`src/rtl/tt_extractor_if.sv`:
```
// Nibble stream between the truth-table extractor and its consumer.
// The master drives valid and data. The slave drives ready.
interface tt_extractor_if;
   logic       nib_valid;
   logic [3:0] nib_data;
   logic       nib_ready;

   modport master (
      output nib_valid,
      output nib_data,
      input  nib_ready
   );

   modport slave (
      input  nib_valid,
      input  nib_data,
      output nib_ready
   );
endinterface

```
`src/rtl/tt_extractor.sv`:
```
// Sequential truth-table extractor for a single-output N_IN-input function.
// The block sweeps every input vector and holds each one SETTLE+1 cycles.
// It samples f_in at the last edge of each hold window, then streams the
// table MSB nibble first.
module tt_extractor #(
   parameter int unsigned N_IN   = 7,
   parameter int unsigned SETTLE = 1
) (
   input  logic                   clk,
   input  logic                   rst,
   input  logic                   start,
   output logic [N_IN-1:0]        x_out,
   input  logic                   f_in,
   output logic                   busy,
   output logic [(2**N_IN)-1:0]   tt,
   output logic [7:0]             weight,
   output logic                   done,
   tt_extractor_if.master         nib
);

   localparam int unsigned TT_W = 2 ** N_IN;
   localparam int unsigned N_NIB = TT_W / 4;
   localparam int unsigned KW = $clog2(N_NIB);

   localparam logic [N_IN-1:0] IDX_MAX = '1;
   localparam logic [N_IN-1:0] IDX_ONE = {{(N_IN-1){1'b0}}, 1'b1};
   localparam logic [KW-1:0]   K_MAX   = '1;
   localparam logic [KW-1:0]   K_ONE   = {{(KW-1){1'b0}}, 1'b1};
   localparam logic [3:0]      SETTLE_C = 4'(SETTLE);

   typedef enum logic [1:0] {
      StIdle,
      StSweep,
      StStream
   } state_e;

   state_e            state_q, state_d;
   logic [N_IN-1:0]   idx_q, idx_d;
   logic [N_IN-1:0]   x_q, x_d;
   logic [3:0]        wcnt_q, wcnt_d;
   logic [KW-1:0]     k_q, k_d;
   logic [TT_W-1:0]   tt_q, tt_d;
   logic [7:0]        weight_q, weight_d;
   logic              busy_q, busy_d;
   logic              valid_q, valid_d;
   logic              done_q, done_d;
   logic [N_IN-1:0]   nib_base;

   // State register. An asynchronous reset abandons any sweep or stream in flight.
   always_ff @(posedge clk or posedge rst) begin
      if (rst) begin
         state_q  <= StIdle;
         idx_q    <= '0;
         x_q      <= '0;
         wcnt_q   <= '0;
         k_q      <= '0;
         tt_q     <= '0;
         weight_q <= '0;
         busy_q   <= 1'b0;
         valid_q  <= 1'b0;
         done_q   <= 1'b0;
      end else begin
         state_q  <= state_d;
         idx_q    <= idx_d;
         x_q      <= x_d;
         wcnt_q   <= wcnt_d;
         k_q      <= k_d;
         tt_q     <= tt_d;
         weight_q <= weight_d;
         busy_q   <= busy_d;
         valid_q  <= valid_d;
         done_q   <= done_d;
      end
   end

   // Next-state logic for the sweep and stream phases.
   always_comb begin
      state_d  = state_q;
      idx_d    = idx_q;
      x_d      = x_q;
      wcnt_d   = wcnt_q;
      k_d      = k_q;
      tt_d     = tt_q;
      weight_d = weight_q;
      busy_d   = busy_q;
      valid_d  = valid_q;
      done_d   = 1'b0;

      case (state_q)
         StIdle: begin
            if (start) begin
               tt_d     = '0;
               weight_d = '0;
               idx_d    = '0;
               x_d      = '0;
               wcnt_d   = '0;
               k_d      = '0;
               busy_d   = 1'b1;
               state_d  = StSweep;
            end
         end

         StSweep: begin
            if (wcnt_q == SETTLE_C) begin
               tt_d[idx_q] = f_in;
               weight_d    = weight_q + {7'd0, f_in};
               wcnt_d      = '0;
               if (idx_q == IDX_MAX) begin
                  // x_out keeps the last vector. The stream starts on the next cycle.
                  k_d     = '0;
                  valid_d = 1'b1;
                  state_d = StStream;
               end else begin
                  idx_d = idx_q + IDX_ONE;
                  x_d   = idx_q + IDX_ONE;
               end
            end else begin
               wcnt_d = wcnt_q + 4'd1;
            end
         end

         StStream: begin
            if (valid_q && nib.nib_ready) begin
               if (k_q == K_MAX) begin
                  valid_d = 1'b0;
                  busy_d  = 1'b0;
                  done_d  = 1'b1;
                  k_d     = '0;
                  state_d = StIdle;
               end else begin
                  k_d = k_q + K_ONE;
               end
            end
         end

         default: begin
            state_d = StIdle;
         end
      endcase
   end

   // Top bit of the current nibble. Nibble k covers tt[TT_W-1-4k -: 4].
   always_comb begin
      nib_base = IDX_MAX - {k_q, 2'b00};
   end

   assign x_out         = x_q;
   assign busy          = busy_q;
   assign tt            = tt_q;
   assign weight        = weight_q;
   assign done          = done_q;
   assign nib.nib_valid = valid_q;
   // k and tt only change on an accept, so the data stays stable during a stall.
   assign nib.nib_data  = valid_q ? tt_q[nib_base -: 4] : 4'h0;

endmodule

```
`src/flat_wrapper.sv`:
```
// flat-port wrapper written by rule: the top's interface ports become plain ports
module tt_extractor_flat 
#(
   parameter int unsigned N_IN   = 7,
   parameter int unsigned SETTLE = 1
)
  (clk, rst, start, x_out, f_in, busy, tt, weight, done, nib_nib_valid, nib_nib_data, nib_nib_ready);
  tt_extractor_if nib_i ();
  input  logic clk;
  input  logic rst;
  input  logic start;
  output logic [N_IN-1:0] x_out;
  input  logic f_in;
  output logic busy;
  output logic [(2**N_IN)-1:0] tt;
  output logic [7:0] weight;
  output logic done;
  output wire logic [$bits(nib_i.nib_valid)-1:0] nib_nib_valid;
  output wire logic [$bits(nib_i.nib_data)-1:0] nib_nib_data;
  input wire logic [$bits(nib_i.nib_ready)-1:0] nib_nib_ready;
  assign nib_nib_valid = nib_i.nib_valid;
  assign nib_nib_data = nib_i.nib_data;
  assign nib_i.nib_ready = nib_nib_ready;
  tt_extractor #(.N_IN(N_IN), .SETTLE(SETTLE)) u_core (.clk(clk), .rst(rst), .start(start), .x_out(x_out), .f_in(f_in), .busy(busy), .tt(tt), .weight(weight), .done(done), .nib(nib_i));
endmodule
```
`config.mk`:
```
export PLATFORM = sky130hd
export DESIGN_NAME = tt_extractor_flat
export DESIGN_NICKNAME = d
export VERILOG_FILES = /design/src/rtl/tt_extractor_if.sv /design/src/rtl/tt_extractor.sv /design/src/flat_wrapper.sv
export SDC_FILE = /design/constraint.sdc
export NUM_CORES = 1
export LEC_CHECK = 0
export ABC_AREA = 0
export CAP_MARGIN = 40
export CORE_ASPECT_RATIO = 1.75
export CORE_UTILIZATION = 53
export CTS_CLUSTER_DIAMETER = 40
export DETAILED_ROUTE_END_ITERATION = 12
export GPL_TIMING_DRIVEN = 0
export HOLD_SLACK_MARGIN = 0.06
export PLACE_DENSITY = 0.89
export REMOVE_ABC_BUFFERS = 1
export SKIP_LAST_GASP = 1
export SYNTH_ARGS = -nofsm -noshare
export SYNTH_HDL_FRONTEND = slang
export SYNTH_SLANG_ARGS = --single-unit
```
`constraint.sdc`:
```
create_clock -name clk -period 6.2 [get_ports clk]
set_input_delay 0.93 -clock clk [delete_from_list [all_inputs] [get_ports clk]]
set_output_delay 0.93 -clock clk [all_outputs]
set_load 0.03 [all_outputs]
```
==> results.sh, run 1 <==
export IMPL_cts_made_buffers=17
export IMPL_detailed_place_hpwl_um=19000
export IMPL_edff_count_synth=0
export IMPL_grt_pass1_wl_um=44400
export IMPL_wl_per_cell_um=24.4
export IMPL_worst_path_max_fanout=27
export IMPL_yosys_top_cells_area="sky130_fd_sc_hd__dfrtp_1 47%, sky130_fd_sc_hd__o21ai_1 7.3%, sky130_fd_sc_hd__mux4_2 6.5%, sky130_fd_sc_hd__a21oi_1 6.3%, sky130_fd_sc_hd__o21ai_0 5.7%"
export IMPL_finalWeightedCongestion=0.884
export IMPL_topRoutingLayerUsed="met4"
export IMPL_finalSetupTns_ns=0
export IMPL_tritoncts="yes"
export IMPL_cp_required_ns=5.27
export IMPL_initial_standard_cell_utilization_of_the_core_pct=54.4
export IMPL_clockBufferDepth=2
export IMPL_source_of_the_worst_hold_timing_path="u_core.tt[58]$_DFFE_PP0P_"
export IMPL_final_setup_viol_count=0
export IMPL_synth_cells=863
export IMPL_post_synth_cell_area_avg_um2=9.71
export IMPL_number_of_clock_sinks=157
export IMPL_clkLatencyLatePin_ns=0.43
export IMPL_synth_warnings=0
export IMPL_dr_wl_met2_um=13900
export IMPL_dominantRegCellSynth="sky130_fd_sc_hd__dfrtp_1"
export IMPL_fmax_mhz=221
export IMPL_met1Wirelength_um=9300
export IMPL_chipWidth_um=97.1
export IMPL_layout_cell_share_with_drive_strength_beyond_1_pct=10.3
export IMPL_hold_path_class="flop to flop"
export IMPL_postCtsSetupRepairBufs=0
export IMPL_ys_async_sr_fraction_pct=100
export IMPL_worst_slew_pin_transition_ns=0.949
export IMPL_min_delay_worst_endpoint="u_core.tt[58]$_DFFE_PP0P_"
export IMPL_layout_cell_area_non_filler_um2=10600
export IMPL_num_antenna_cells=0
export IMPL_postSynthRegisterBits=157
export IMPL_drt_vias_per_instance=7.06
export IMPL_grt_max_degree=80
export IMPL_critical_path_endpoint_type="output pin"
export IMPL_maxSlewHeadroom_pct=36.2
export IMPL_cts_clk_slew_worst_paths_ns=0.06
export IMPL_grt_total_usage_pct=35.2
export IMPL_wirelength_um=28600
export IMPL_critical_path_top_delay_family="compound AO/OA/AOI/OAI gates"
export IMPL_routed_via_count=8279
export IMPL_rsz0062_at_grt="no"
export IMPL_antenna_found_initial=0
export IMPL_cellPowerDensity_nw_per_um2=312
export IMPL_global_route_overflow_total=0
export IMPL_worst_slack_ns=1.67
export IMPL_worst_r2r_endpoint="u_core.tt[119]$_DFFE_PP0P_"
export IMPL_antenna_left=0
export IMPL_finalHoldViolations=0
export IMPL_worst_path_largest_cell_delay_ns=0.86
export IMPL_worst_path_buf_inv=1
export IMPL_met3_wirelength_um=2960
export IMPL_htree_num_levels=4
export IMPL_detailedPlace_worstSlack_ns=2.32
export IMPL_crit_path_class="flop to output pin"
export IMPL_via_count_of_the_first_global_routing_pass=7902
export IMPL_dieArea_um2=16300
export IMPL_ctsRootBufferMaster="sky130_fd_sc_hd__clkbuf_16"
export IMPL_crit_path_start_kind="flop"
export IMPL_worstReg2RegStart="u_core.wcnt_q[1]$_DFFE_PP0P_"
export IMPL_min_path_cells=2
export IMPL_synth_lib_cells_used_distinct=60
export IMPL_reg2reg_depth=8
export IMPL_cts_hold_repair_buffers=0
export IMPL_ff2ff_setup_slack_ns=3.36
export IMPL_route_detailed_drc=0
export IMPL_synth_top_cell_area_share_pct=46.9
export IMPL_timing_critical_path_cells="mux2_2, o22ai_1, a221oi_1, o221ai_1, a211oi_1, clkdlybuf4s50_1"
export IMPL_finalCritPeriodShare_pct=73.1
export IMPL_io_pin_count=155
export IMPL_drt_initial_drc_count=1147
export IMPL_syn_cell_area_um2=8380
export IMPL_p_leak_nw=4.33
export IMPL_drt_pre_antenna_iters=5
export IMPL_stdcell_count=1172
export IMPL_placementRows=60
export IMPL_status="complete, no violations"
export IMPL_crit_arrival_ns=3.60
export IMPL_synth_top_cell_by_area="sky130_fd_sc_hd__dfrtp_1"
export IMPL_dpl_instance_area_um2=10100
export IMPL_dp_cells=1140
export IMPL_cap_viol_max_count=0
export IMPL_layout_min_cycle_time_ns=4.53
export IMPL_port_buffers=154
export IMPL_nNetsFinal=985
export IMPL_synth_sequential_area_ratio_pct=46.9
export IMPL_skew_ns=0.0120
export IMPL_cts_resized_gates=0
export IMPL_die_h_um=168
export IMPL_final_max_slew_violation_count=0
export IMPL_irDropWorstVdd_mv=0.197
export IMPL_syn_to_final_growth_pct=26.8
export IMPL_core_box_area_um2=15400
export IMPL_crit_slowest_cell="sky130_fd_sc_hd__dfrtp_2"
[placed cells by master (no fill, tap or decap), types with 4 or more instances in the layout]
cell | netlist | routed
sky130_fd_sc_hd__nand2b_1 | 12 | 11
sky130_fd_sc_hd__o211ai_1 | 22 | 22
sky130_fd_sc_hd__buf_6 | 1 | 6
sky130_fd_sc_hd__a211oi_1 | 8 | 8
sky130_fd_sc_hd__o31ai_1 | 24 | 24
sky130_fd_sc_hd__nor2b_1 | 12 | 12
sky130_fd_sc_hd__clkdlybuf4s50_1 | 0 | 154
sky130_fd_sc_hd__a21oi_1 | 106 | 106
sky130_fd_sc_hd__o22ai_1 | 8 | 8
sky130_fd_sc_hd__clkbuf_1 | 36 | 4
sky130_fd_sc_hd__mux2i_1 | 9 | 9
sky130_fd_sc_hd__o21ai_1 | 122 | 122
sky130_fd_sc_hd__nor3_1 | 9 | 9
sky130_fd_sc_hd__ha_1 | 7 | 7
sky130_fd_sc_hd__mux2_2 | 8 | 8
sky130_fd_sc_hd__xor2_1 | 8 | 8
sky130_fd_sc_hd__o22a_1 | 4 | 4
sky130_fd_sc_hd__nor2_1 | 30 | 30
sky130_fd_sc_hd__clkinv_2 | 0 | 4
sky130_fd_sc_hd__nand2_4 | 8 | 8
sky130_fd_sc_hd__o221ai_1 | 4 | 4
sky130_fd_sc_hd__o21ai_0 | 95 | 95
sky130_fd_sc_hd__mux4_2 | 24 | 24
sky130_fd_sc_hd__clkbuf_16 | 0 | 17
sky130_fd_sc_hd__nand4_1 | 6 | 6
sky130_fd_sc_hd__nand2_1 | 34 | 34
sky130_fd_sc_hd__and3_1 | 4 | 4
sky130_fd_sc_hd__a221oi_1 | 4 | 4
sky130_fd_sc_hd__a22o_1 | 4 | 4
sky130_fd_sc_hd__nand3_1 | 13 | 13
sky130_fd_sc_hd__dfrtp_1 | 157 | 155
[synthesized netlist by cell type (22+ instances only)]
library cell               count
sky130_fd_sc_hd__nand2_1      34
sky130_fd_sc_hd__dfrtp_1     157
sky130_fd_sc_hd__clkbuf_1     36
sky130_fd_sc_hd__o211ai_1     22
sky130_fd_sc_hd__mux4_2       24
sky130_fd_sc_hd__o31ai_1      24
sky130_fd_sc_hd__a21oi_1     106
sky130_fd_sc_hd__o21ai_0      95
sky130_fd_sc_hd__o21ai_1     122
sky130_fd_sc_hd__nor2_1       30
sky130_fd_sc_hd__buf_2        24
[registers in the layout, indices dropped and copies added, names as in the netlist]
name	count
u_core.idx_q	7
u_core.done	1
u_core.k_q	5
u_core.wcnt_q	4
u_core.nib.nib_valid	1
u_core.busy	1
u_core.state_q	2
u_core.weight	8
u_core.tt	128
[stage by stage]
stage,power [mW],hold slack (ns),util (%)
after global placement,2.22,0.509,63.7
after floorplan,1.89,0.510,-
after CTS,3.27,0.535,69.1
final,3.32,0.539,69.1
after detailed placement,2.27,0.516,65.4
after global routing,3.43,0.566,69.1
[logic make-up (layout without fill, tap and decap cells)]
group	Yosys count	count (layout)	synth area share (%)
AOI/OAI and AO/OA	414	414	28.1
DFF	157	157	46.9
and+or+nand+nor	152	152	9.99
buffers and inverters	82	205	4.35
muxes	41	41	8.60
xor gates and xnor gates	10	10	1.05
adders and majority gates	7	7	1.05
[where the power goes]
group / switching (mW) / internal (mW)
logic: 0.759 / 0.371
clock network: 0.427 / 0.590
registers: 0.108 / 1.06
total: 1.29 / 2.02
[worst max-delay path by stage]
| stage | from | end | slack (ns) | depth (start not counted) |
|---|---|---|---|---|
| 2_1_floorplan | rst | u_core.busy$_DFFE_PP0P_ | 1.04 | 1 |
| 3_3_place_gp | rst | u_core.tt[11]$_DFFE_PP0P_ | -1.03 | 2 |
| 3_5_place_dp | u_core.k_q[2]$_DFFE_PP0P_ | nib_nib_data[0] | 2.32 | 6 |
| 4_1_cts | u_core.k_q[2]$_DFFE_PP0P_ | nib_nib_data[1] | 1.80 | 6 |
| 5_1_grt | u_core.k_q[2]$_DFFE_PP0P_ | nib_nib_data[1] | 1.55 | 6 |
| 6_report | u_core.k_q[2]$_DFFE_PP0P_ | nib_nib_data[1] | 1.67 | 6 |
[per-layer routing]
layer / vias up / GRT usage (%)
met5: - / 0
met4: 0 / 27.5
met3: 178 / 8.01
met2: 686 / 56.8
met1: 3959 / 40.2
li1: 3456 / -
[tightest hold or removal path, stage by stage, from the launching register on]
cell and delay, ns:
sky130_fd_sc_hd__dfrtp_1 0.36, sky130_fd_sc_hd__o21ai_0 0.08, sky130_fd_sc_hd__o21ai_1 0.06
[cell type report]
type / instances / area [µm²]
sequential: 157 / 3930
multi-input combinational: 624 / 4110
clock inverter: 11 / 120
fill: 1079 / 4760
inverter: 3 / 16.3
tap: 186 / 233
timing repair buffer: 170 / 1780
clock buffer: 21 / 440
Power figures use the tool's default switching activity.
==> run 2, diff against run 1 <==
- clock period: 6.2 -> 4.45 ns (I/O delays scaled with it)
==> results of run 2 <==
Same layout as run 1 (identical final DEF). Status: complete, no violations.
Among the figures that moved: setup slack after placement 2.32 ns -> 0.831 ns; setup slack after layout 1.67 ns -> 0.180 ns; register-to-register setup slack 3.36 ns -> 1.61 ns; total power 3.32 mW -> 4.62 mW; worst IR drop on VDD 0.197 mV -> 0.275 mV
==> run 3, diff against run 2 <==
- CORE_MARGIN: not set -> 8
- CORE_UTILIZATION: 53 -> 64
- DONT_BUFFER_PORTS: not set -> 1
- PLACE_DENSITY: 0.89 -> 0.88
==> run 3 against run 2 <==
Worst hold slack worse by 0.31 ns. Core utilization is 2.3 points higher. First-iteration DRC count is 9.8% lower. Critical path type unchanged. Largest cell class unchanged.
==> results.sh, run 3 (same netlist as run 1, synthesis figures left out) <==
export IMPL_status="complete, no violations"
export IMPL_syn_to_final_growth_pct=9.54
export IMPL_worst_path_stages=7
export IMPL_cts_resized_gates=0
export IMPL_wirelength_um=29000
export IMPL_critical_path_top_delay_family="compound AO/OA/AOI/OAI gates"
export IMPL_irDropWorstVdd_mv=0.365
export IMPL_placementRows=55
export IMPL_num_antenna_cells=0
export IMPL_antenna_left=0
export IMPL_global_route_overflow_total=0
export IMPL_cts_clk_slew_worst_paths_ns=0.07
export IMPL_port_buffers=0
export IMPL_layout_cell_share_with_drive_strength_beyond_1_pct=13.2
export IMPL_initial_standard_cell_utilization_of_the_core_pct=65.1
export IMPL_p_leak_nw=3.87
export IMPL_worst_r2r_endpoint="u_core.tt[107]$_DFFE_PP0P_"
export IMPL_fmax_mhz=274
export IMPL_worst_slack_ns=0.795
export IMPL_stdcell_count=1007
export IMPL_timing_critical_path_cells="buf_12, mux2_2, o22ai_1, a221oi_1, o221ai_1, a211oi_1, buf_2"
export IMPL_largest_register_ffs=128
export IMPL_crit_path_start_kind="flop"
export IMPL_critical_path_endpoint_type="output pin"
export IMPL_crit_arrival_ns=2.99
export IMPL_route_detailed_drc=0
export IMPL_layout_common_cells="155 x sky130_fd_sc_hd__dfrtp_1, 122 x sky130_fd_sc_hd__o21ai_1, 106 x sky130_fd_sc_hd__a21oi_1"
export IMPL_drt_pre_antenna_iters=5
export IMPL_cap_viol_max_count=0
export IMPL_layout_cell_area_non_filler_um2=9180
export IMPL_io_pin_count=155
export IMPL_number_of_clock_sinks=157
export IMPL_nNetsFinal=835
export IMPL_detailed_place_hpwl_um=19300
export IMPL_skew_ns=0.0122
export IMPL_clkLatencyLatePin_ns=0.43
export IMPL_cts_hold_repair_buffers=0
export IMPL_dpl_instance_area_um2=8540
export IMPL_finalHoldViolations=0
export IMPL_crit_slowest_cell="sky130_fd_sc_hd__dfrtp_2"
export IMPL_worst_slew_pin_transition_ns=0.988
export IMPL_cellPowerDensity_nw_per_um2=514
export IMPL_dp_cells=975
export IMPL_via_count_of_the_first_global_routing_pass=7649
export IMPL_cts_made_buffers=17
export IMPL_grt_pass1_wl_um=44700
export IMPL_commonest_non_fill_non_tap_cell_in_the_layout="sky130_fd_sc_hd__dfrtp_1"
export IMPL_layout_min_cycle_time_ns=3.66
export IMPL_routed_via_count=7759
export IMPL_wl_per_cell_um=28.8
export IMPL_drt_initial_drc_count=1035
export IMPL_ctsRootBufferMaster="sky130_fd_sc_hd__clkbuf_16"
export IMPL_crit_path_class="flop to output pin"
export IMPL_ff2ff_setup_slack_ns=1.81
export IMPL_grt_max_degree=85
export IMPL_hold_path_class="input port to async pin"
export IMPL_detailedPlace_worstSlack_ns=1.36
export IMPL_filler_cell_count=897
export IMPL_chipWidth_um=102
export IMPL_clockBufferDepth=2
export IMPL_worst_path_buf_inv=2
export IMPL_worst_path_largest_cell_delay_ns=0.69
export IMPL_die_h_um=167
export IMPL_finalCritPeriodShare_pct=82.1
export IMPL_core_box_area_um2=12900
export IMPL_drt_vias_per_instance=7.71
export IMPL_tritoncts="yes"
export IMPL_rsz0062_at_grt="no"
export IMPL_postCtsSetupRepairBufs=0
export IMPL_grt_total_usage_pct=34.7
export IMPL_cp_required_ns=3.78
export IMPL_worstReg2RegStart="u_core.wcnt_q[0]$_DFFE_PP0P_"
export IMPL_reg2reg_depth=7
export IMPL_worst_path_max_fanout=27
export IMPL_maxSlewHeadroom_pct=33.6
export IMPL_antenna_found_initial=0
export IMPL_dieArea_um2=17200
export IMPL_finalWeightedCongestion=0.972
export IMPL_htree_num_levels=4
export IMPL_final_max_slew_violation_count=0
export IMPL_final_setup_viol_count=0
run 3: cell types whose count changed in the layout (fill, tap and decap cells not counted), sizes merged:
| cell | change |
|---|---|
| clkdlybuf4s50 | -154 |
| inv | +6 |
| clkbuf | -4 |
| buf | +3 |
| clkinv | -3 |
| bufinv | +2 |
| clkdlybuf4s18 | +1 |
| clkinvlp | -1 |
run 3: area by class of cell:
class                           instances  area, µm²  share of cell area (%)
Tap cell                              171        214                    2.33
Clock buffer                           17        425                    4.63
Clock inverter                         15        209                    2.28
Inverter                                3       16.3                   0.177
Multi-Input combinational cell        624       4110                    44.7
Sequential cell                       157       3930                    42.8
Timing Repair Buffer                   20        277                    3.01
run 3: routing by layer:
layer | share of wire, % | wire length [µm] | GRT usage, % | up-vias
li1 | - | - | - | 3153
met1 | 31 | 9020 | 37.8 | 3707
met2 | 49 | 14100 | 53.8 | 702
met3 | 13 | 3640 | 13.1 | 197
met4 | 7.9 | 2280 | 24.6 | 0
met5 | 0 | 0 | 0 | -
run 3: stage by stage:
step	hold slack (ns)	utilization [%]	total power, mW	TNS (ns)
CTS	0.244	71.3	4.66	0
detailed placement	0.550	66.4	3.08	0
finish	0.224	71.3	4.72	0
global placement	0.530	64.0	2.96	-274.69
global route	0.270	71.3	4.89	0
floorplan	0.510	-	2.63	-71.02
run 3: report_power, final:
group          total [mW]  internal, mW  leakage, nW  switching (mW)
Sequential           1.67          1.48         2.17           0.198
Combinational        1.45         0.456         1.39           0.992
Clock                1.59         0.951        0.307           0.642
run 3: how the worst max path moves through the flow:
stage	from	slack, ns	to
after floorplan	rst	-0.45	u_core.busy$_DFFE_PP0P_
after global placement	rst	-1.75	u_core.tt[26]$_DFFE_PP0P_
after detailed placement	u_core.k_q[2]$_DFFE_PP0P_	1.36	nib_nib_data[0]
after CTS	u_core.k_q[2]$_DFFE_PP0P_	0.91	nib_nib_data[0]
after global routing	u_core.k_q[1]$_DFFE_PP0P_	0.75	nib_nib_data[0]
final	u_core.k_q[2]$_DFFE_PP0P_	0.79	nib_nib_data[0]
